$ cat src/rtl/q2_lcd_pkg.sv
// Shared types and constants for the q2 HD44780 character-LCD driver.
package q2_lcd_pkg;

   typedef enum logic [2:0] {
      ST_PWR_WAIT = 3'd0,
      ST_INIT     = 3'd1,
      ST_IDLE     = 3'd2,
      ST_SETUP    = 3'd3,
      ST_PULSE    = 3'd4,
      ST_WAIT     = 3'd5
   } lcd_state_t;

   // HD44780 instruction bytes used by the driver
   localparam logic [7:0] LCD_FUNC_SET = 8'h38;
   localparam logic [7:0] LCD_DISP_ON  = 8'h0C;
   localparam logic [7:0] LCD_CLEAR    = 8'h01;
   localparam logic [7:0] LCD_ENTRY    = 8'h06;
   localparam logic [7:0] LCD_SET_ADDR = 8'h80;

   // Printable character window and the substitute for anything outside it
   localparam logic [7:0] CHAR_MIN     = 8'h20;
   localparam logic [7:0] CHAR_MAX     = 8'h7E;
   localparam logic [7:0] CHAR_REPLACE = 8'h3F;

   localparam int INIT_CMD_COUNT = 4;

   // Power-on init instruction for a given step of the init sequence
   function automatic logic [7:0] init_cmd(input logic [1:0] idx);
      logic [7:0] cmd;
      case (idx)
         2'd0:    cmd = LCD_FUNC_SET;
         2'd1:    cmd = LCD_DISP_ON;
         2'd2:    cmd = LCD_CLEAR;
         default: cmd = LCD_ENTRY;
      endcase
      return cmd;
   endfunction

   // Non-printable characters are shown as '?'
   function automatic logic [7:0] sanitize_char(input logic [7:0] c);
      return ((c >= CHAR_MIN) && (c <= CHAR_MAX)) ? c : CHAR_REPLACE;
   endfunction

   // Largest of four values, used to size the shared timing counter
   function automatic int max4(input int a, input int b, input int c, input int d);
      int m;
      m = a;
      if (b > m) m = b;
      if (c > m) m = c;
      if (d > m) m = d;
      return m;
   endfunction

endpackage

$ cat src/rtl/q2_lcd_fifo.sv
// Synchronous FIFO with full/empty flags; a push while full is accepted
// when a pop happens in the same cycle.
module q2_lcd_fifo #(
   parameter int WIDTH = 9,
   parameter int DEPTH = 8
) (
   input  logic             clk,
   input  logic             rst_n,
   input  logic             push,
   input  logic             pop,
   input  logic [WIDTH-1:0] din,
   output logic [WIDTH-1:0] dout,
   output logic             full,
   output logic             empty
);

   localparam int AW = (DEPTH > 1) ? $clog2(DEPTH) : 1;
   localparam int CW = $clog2(DEPTH + 1);

   logic [WIDTH-1:0] mem [DEPTH];
   logic [AW-1:0]    wr_ptr;
   logic [AW-1:0]    rd_ptr;
   logic [CW-1:0]    count;
   logic             do_push;
   logic             do_pop;

   assign do_pop  = pop && !empty;
   assign do_push = push && (!full || do_pop);
   assign full    = (count == CW'(DEPTH));
   assign empty   = (count == '0);
   assign dout    = mem[rd_ptr];

   // Storage array is written on accepted pushes only; no reset needed
   always_ff @(posedge clk) begin
      if (do_push) begin
         mem[wr_ptr] <= din;
      end
   end

   // Pointers wrap naturally because the depth is a power of two
   always_ff @(posedge clk or negedge rst_n) begin
      if (!rst_n) begin
         wr_ptr <= '0;
         rd_ptr <= '0;
         count  <= '0;
      end else begin
         if (do_push) begin
            wr_ptr <= wr_ptr + 1'b1;
         end
         if (do_pop) begin
            rd_ptr <= rd_ptr + 1'b1;
         end
         if (do_push && !do_pop) begin
            count <= count + 1'b1;
         end else if (do_pop && !do_push) begin
            count <= count - 1'b1;
         end
      end
   end

endmodule

$ cat src/rtl/q2_lcd_ctrl.sv
// HD44780 8-bit bus driver fed by q2 output-port writes: decodes the
// command/data encoding, buffers entries, runs power-on init and times the
// E strobe plus the post-transfer settle period.
module q2_lcd_ctrl
   import q2_lcd_pkg::*;
#(
   parameter int POWERON_CYCLES    = 750000,
   parameter int E_PULSE_CYCLES    = 12,
   parameter int CMD_WAIT_CYCLES   = 2000,
   parameter int CLEAR_WAIT_CYCLES = 82000,
   parameter int FIFO_DEPTH        = 8
) (
   input  logic        clk,
   input  logic        rst_n,
   input  logic        wr,
   input  logic [11:0] dbus,
   output logic        ready,
   output logic        overflow,
   output logic        lcd_e,
   output logic        lcd_rs,
   output logic        lcd_rw,
   output logic [7:0]  lcd_d
);

   // One down/up counter serves every timed state, so size it for the longest
   localparam int CNT_MAX = max4(POWERON_CYCLES, E_PULSE_CYCLES,
                                 CMD_WAIT_CYCLES, CLEAR_WAIT_CYCLES);
   localparam int CNT_W   = $clog2(CNT_MAX + 1);

   localparam logic [CNT_W-1:0] PWR_LAST   = CNT_W'(POWERON_CYCLES - 1);
   localparam logic [CNT_W-1:0] PULSE_LOAD = CNT_W'(E_PULSE_CYCLES - 1);
   localparam logic [CNT_W-1:0] CMD_LOAD   = CNT_W'(CMD_WAIT_CYCLES - 1);
   localparam logic [CNT_W-1:0] CLEAR_LOAD = CNT_W'(CLEAR_WAIT_CYCLES - 1);
   localparam logic [1:0]       INIT_LAST  = 2'(INIT_CMD_COUNT - 1);

   lcd_state_t       state, state_n;
   logic [CNT_W-1:0] cnt, cnt_n;
   logic [1:0]       init_idx, init_idx_n;
   logic             init_done, init_done_n;
   logic             long_wait, long_wait_n;
   logic             lcd_e_n;
   logic             lcd_rs_n;
   logic [7:0]       lcd_d_n;

   logic             enq_valid;
   logic [8:0]       enq_data;
   logic             fifo_pop;
   logic [8:0]       fifo_dout;
   logic             fifo_full;
   logic             fifo_empty;

   logic             unused_dbus;

   assign unused_dbus = ^dbus[11:9];
   assign lcd_rw      = 1'b0;

   // Translate a port write into a {rs, byte} FIFO entry, or nothing
   always_comb begin
      enq_valid = 1'b0;
      enq_data  = '0;
      if (wr) begin
         if (dbus[8]) begin
            if (dbus[7]) begin
               enq_valid = 1'b1;
               enq_data  = {1'b0, LCD_SET_ADDR | {1'b0, dbus[6:0]}};
            end else if (dbus[0]) begin
               enq_valid = 1'b1;
               enq_data  = {1'b0, LCD_CLEAR};
            end
         end else begin
            enq_valid = 1'b1;
            enq_data  = {1'b1, sanitize_char(dbus[7:0])};
         end
      end
   end

   q2_lcd_fifo #(
      .WIDTH (9),
      .DEPTH (FIFO_DEPTH)
   ) u_fifo (
      .clk   (clk),
      .rst_n (rst_n),
      .push  (enq_valid),
      .pop   (fifo_pop),
      .din   (enq_data),
      .dout  (fifo_dout),
      .full  (fifo_full),
      .empty (fifo_empty)
   );

   // Sequencer: power-on delay, init commands, then FIFO entries through SETUP/PULSE/WAIT
   always_comb begin
      state_n     = state;
      cnt_n       = cnt;
      init_idx_n  = init_idx;
      init_done_n = init_done;
      long_wait_n = long_wait;
      lcd_rs_n    = lcd_rs;
      lcd_d_n     = lcd_d;
      fifo_pop    = 1'b0;
      case (state)
         ST_PWR_WAIT: begin
            if (cnt == PWR_LAST) begin
               state_n = ST_INIT;
               cnt_n   = '0;
            end else begin
               cnt_n = cnt + 1'b1;
            end
         end
         ST_INIT: begin
            lcd_rs_n    = 1'b0;
            lcd_d_n     = init_cmd(init_idx);
            long_wait_n = (init_cmd(init_idx) == LCD_CLEAR);
            state_n     = ST_SETUP;
         end
         ST_IDLE: begin
            if (!fifo_empty) begin
               fifo_pop    = 1'b1;
               lcd_rs_n    = fifo_dout[8];
               lcd_d_n     = fifo_dout[7:0];
               long_wait_n = !fifo_dout[8] && (fifo_dout[7:0] == LCD_CLEAR);
               state_n     = ST_SETUP;
            end
         end
         ST_SETUP: begin
            state_n = ST_PULSE;
            cnt_n   = PULSE_LOAD;
         end
         ST_PULSE: begin
            if (cnt == '0) begin
               state_n = ST_WAIT;
               cnt_n   = long_wait ? CLEAR_LOAD : CMD_LOAD;
            end else begin
               cnt_n = cnt - 1'b1;
            end
         end
         ST_WAIT: begin
            if (cnt == '0) begin
               if (init_done) begin
                  state_n = ST_IDLE;
               end else if (init_idx == INIT_LAST) begin
                  init_done_n = 1'b1;
                  state_n     = ST_IDLE;
               end else begin
                  init_idx_n = init_idx + 1'b1;
                  state_n    = ST_INIT;
               end
            end else begin
               cnt_n = cnt - 1'b1;
            end
         end
         default: begin
            state_n = ST_PWR_WAIT;
            cnt_n   = '0;
         end
      endcase
      lcd_e_n = (state_n == ST_PULSE);
   end

   // State and bus registers; reset drops E at once and restarts power-on
   always_ff @(posedge clk or negedge rst_n) begin
      if (!rst_n) begin
         state     <= ST_PWR_WAIT;
         cnt       <= '0;
         init_idx  <= '0;
         init_done <= 1'b0;
         long_wait <= 1'b0;
         lcd_e     <= 1'b0;
         lcd_rs    <= 1'b0;
         lcd_d     <= '0;
      end else begin
         state     <= state_n;
         cnt       <= cnt_n;
         init_idx  <= init_idx_n;
         init_done <= init_done_n;
         long_wait <= long_wait_n;
         lcd_e     <= lcd_e_n;
         lcd_rs    <= lcd_rs_n;
         lcd_d     <= lcd_d_n;
      end
   end

   // Status flags: ready follows init completion and FIFO space, overflow is sticky
   always_ff @(posedge clk or negedge rst_n) begin
      if (!rst_n) begin
         ready    <= 1'b0;
         overflow <= 1'b0;
      end else begin
         ready <= init_done && !fifo_full;
         if (enq_valid && fifo_full && !fifo_pop) begin
            overflow <= 1'b1;
         end
      end
   end

endmodule
$ cat config.mk
export PLATFORM = sky130hd
export DESIGN_NAME = q2_lcd_ctrl
export DESIGN_NICKNAME = d
export VERILOG_FILES = /design/src/rtl/q2_lcd_pkg.sv /design/src/rtl/q2_lcd_fifo.sv /design/src/rtl/q2_lcd_ctrl.sv
export SDC_FILE = /design/constraint.sdc
export NUM_CORES = 1
export LEC_CHECK = 0
export ABC_AREA = 1
export ABC_CLOCK_PERIOD_IN_PS = 2980
export BUFFER_PORTS_ARGS = -buffer_cell sky130_fd_sc_hd__buf_4
export CORE_ASPECT_RATIO = 0.7
export CORE_UTILIZATION = 60
export CTS_BUF_LIST = sky130_fd_sc_hd__clkbuf_4 sky130_fd_sc_hd__clkbuf_8
export DETAILED_ROUTE_END_ITERATION = 8
export PLACE_DENSITY_LB_ADDON = 0.25
export SYNTH_ARGS = -nofsm -noshare
export SYNTH_HDL_FRONTEND = slang
export SYNTH_SLANG_ARGS = --single-unit
$ cat constraint.sdc
create_clock -name clk -period 2.98 [get_ports clk]
set_input_delay 0.298 -clock clk [delete_from_list [all_inputs] [get_ports clk]]
set_output_delay 0.298 -clock clk [all_outputs]
set_load 0.05 [all_outputs]
==> metrics.cfg <==
[status]
run_status = finished, final reports clean

[synth]
yosysUniqueCellTypes = 45
syn_area_mm2 = 0.006955
ys_warn_count = 0
synth_compound_area_share_pct = 4.569
synth-main-ff-cell = edfxtp_1
synthXorXnorAreaFrac_pct = 3.400
synth.area.top_cells = edfxtp_1 (31%), dfrtp_1 (18%), nand2_1 (15%)
syn-num-nets = 904
synth-edff-count = 72
synthSimpleGateAreaFrac_pct = 32.56
synth_top_area_cell = edfxtp_1
synthMuxAreaShare_pct = 0.1619
synth.avg_cell_area_um2 = 7.940
synth_fa_ha_area_share_pct = 2.446
synth.top_cell.area_share_pct = 31.08
synth.ff_latch_count = 121
syn_inst = 876
synth_top_family_by_area = simple AND/OR/NAND/NOR gates
ys_seq_area_share_pct = 48.71
async_flop_share_pct = 40.50

[timing]
period_share_pct = 88.02
fmax_mhz = 381.2
setup_tns_ns = 0
finalMaxSlewViolations = 0
relSlewSlack_pct = 40.86
rsz0062_at_grt = no
finClkSkew_ns = 0.01122
holdWs_ns = 0.2212
hold_violations = 0
finalSetupViolations = 0
worst_pin_slew_ns = 0.8803
finalCriticalPeriod_ns = 2.623

[cells_and_area]
drive_above_1_share_pct = 12.42
final_common_cell = nand2_1
syn2layout_area_growth_pct = 11.24
final_cell_mix = nand2_1 (287), nor2_1 (89), inv_1 (88), nand3_1 (88), edfxtp_1 (72)
nets = 933
diodes = 0
post-route-util_pct = 69.51

[clocking]
cts_buffer_depth = 2
cts.reportedPaths.clkPinSlew_ns = 0.08
post-cts-setup-buffers = 0
cts_sinks = 121
clock_latency_ns = 0.44
ctsRootBufferMaster = clkbuf_8
cts_buffers = 17
cts_tree = done
h-tree-depth = 4

[grt]
grt_pass1_vias = 5535
grt_pass1_wl_um = 29480
antenna_found_initial = 0
grt_max_degree = 50
grt.total_usage_pct = 33.82
grt_overflow_total = 0

[worst_setup_path]
critPathRequiredTime_ns = 3.32
criticalPathCategory = reg -> reg
start_kind = register
worstPathArrival_ns = 2.96
cp-end-kind = register
worstPathMaxFanout = 5

[detailed_routing]
viasPerCell = 5.596
num_vias = 5993
drc_errors = 0
first_pass_iters = 5
drt-total-wl_um = 18660
drt_iter0_markers = 719
wl_per_cell_um = 17.42
final_antenna_net_count = 0

[floorplanning]
io_pins = 28
placementRows = 32
die-height_um = 92.08
core_mm2 = 0.01113
start_util_pct = 62.49
die_x_um = 130.7
dieArea_mm2 = 0.01203

[hold_path]
hp-class = in -> reg

[placement]
dp_hpwl_um = 13350
port_buffers = 23
gp_congestion = 1.009

[power_and_ir_drop]
p_comb_share_pct = 13.9
clkPwrFrac_pct = 38.8
switchingPower_mw = 1.197
sequentialPowerShare_pct = 47.3
power_density_mw_per_mm2 = 572.3
ir_drop_mv = 0.5639
switching_share_pct = 27.04
internal_power_mw = 3.230
leakage_nw = 3.633

[run]
cap_violations = 0

[critical path, stage by stage, from the launching register on]
cell,delay [ns]
dfrtp_1,0.45
nor4_1,0.44
nand2_1,0.12
nand2_1,0.15
inv_2,0.07
ha_1,0.22
inv_1,0.12
ha_1,0.26
a21o_1,0.19
a21oi_1,0.15
nor2_1,0.06
nor2_1,0.08
nand2_1,0.06
xor2_1,0.14
[cell type report]
| class | count | area, um^2 |
|---|---|---|
| Clock buffer | 18 | 241.5 |
| Clock inverter | 14 | 221.5 |
| Fill cell | 926 | 3393 |
| Inverter | 106 | 402.9 |
| Multi-Input combinational cell | 621 | 3004 |
| Sequential cell | 121 | 3388 |
| Tap cell | 153 | 191.4 |
| Timing Repair Buffer | 38 | 287.8 |
[worst paths after layout]
check | slack, ns | cells after the start | end | startpoint
worst min register to register | 0.51 | 2 | lcd_d[2] | lcd_d[2]
worst max-delay path | 0.36 | 13 | u_fifo.count[3] | u_fifo.count[1]
worst min-delay path | 0.22 | 3 | overflow | dbus[0]
worst max register to register | 0.36 | 13 | u_fifo.count[3] | u_fifo.count[1]
max in group asynchronous | 2.12 | 2 | u_fifo.wr_ptr[2] | rst_n
min in group asynchronous | 0.41 | 2 | cnt[13] | rst_n
[power by group through the flow]
stage          clock, mW  sequential [mW]  combinational, mW
2_1_floorplan          0             2.12              0.381
3_3_place_gp           0             2.11              0.573
3_5_place_dp           0             2.13              0.605
4_1_cts             1.73             2.09              0.613
5_1_grt             1.81             2.11              0.687
6_report            1.72             2.09              0.614
[stage by stage]
stage / instances / worst slack (ns) / power [mW] / instance area, um^2
final: 1071 / 0.3569 / 4.428 / 7737
after global routing: 1071 / 0.1499 / 4.606 / 7737
after CTS: 1071 / 0.3599 / 4.434 / 7737
after detailed placement: 1038 / 0.3793 / 2.731 / 7264
after global placement: 1038 / 0.4609 / 2.687 / 7264
after floorplan: 876 / 0.6925 / 2.505 / 6955
[cells in the mapped netlist, types with 14 or more instances]
library cell and instances:
xor2_1 23, inv_2 16, o21ai_0 21, nand2_1 287
nor2_1 89, buf_2 14, o21ai_1 15, a21oi_1 17
dfrtp_1 49, inv_1 88, nand3_1 88, edfxtp_1 72
[flip-flops by register name (all words and copies together) (netlist names), 2 cells and up]
signal,count
cnt,20
init_idx,2
lcd_d,8
state,3
u_fifo.count,4
u_fifo.mem,72
u_fifo.rd_ptr,3
u_fifo.wr_ptr,3
[layer usage]
layer	up-vias	global-route usage, %	share of wire [%]
li1	2868	-	-
met1	2816	51.55	46
met2	290	44.49	40
met3	19	12.31	13
met4	0	9.195	0.98
met5	-	0	0
[kinds of logic after synthesis]
kind of cell,count (synthesis)
xor+xnor,27
other cells,1
buf+inv,134
simple gates,519
flops,121
fa+ha+maj,13
mux,1
compound gates,60
[repair_timing]
| item | 4_1_cts | 5_1_grt |
|---|---|---|
| hold endpoints to repair | 49 | 0 |
| gates resized for setup | 0 | 0 |
| hold buffers | 1 | 0 |
No activity file was read; power rests on OpenSTA's default activity.
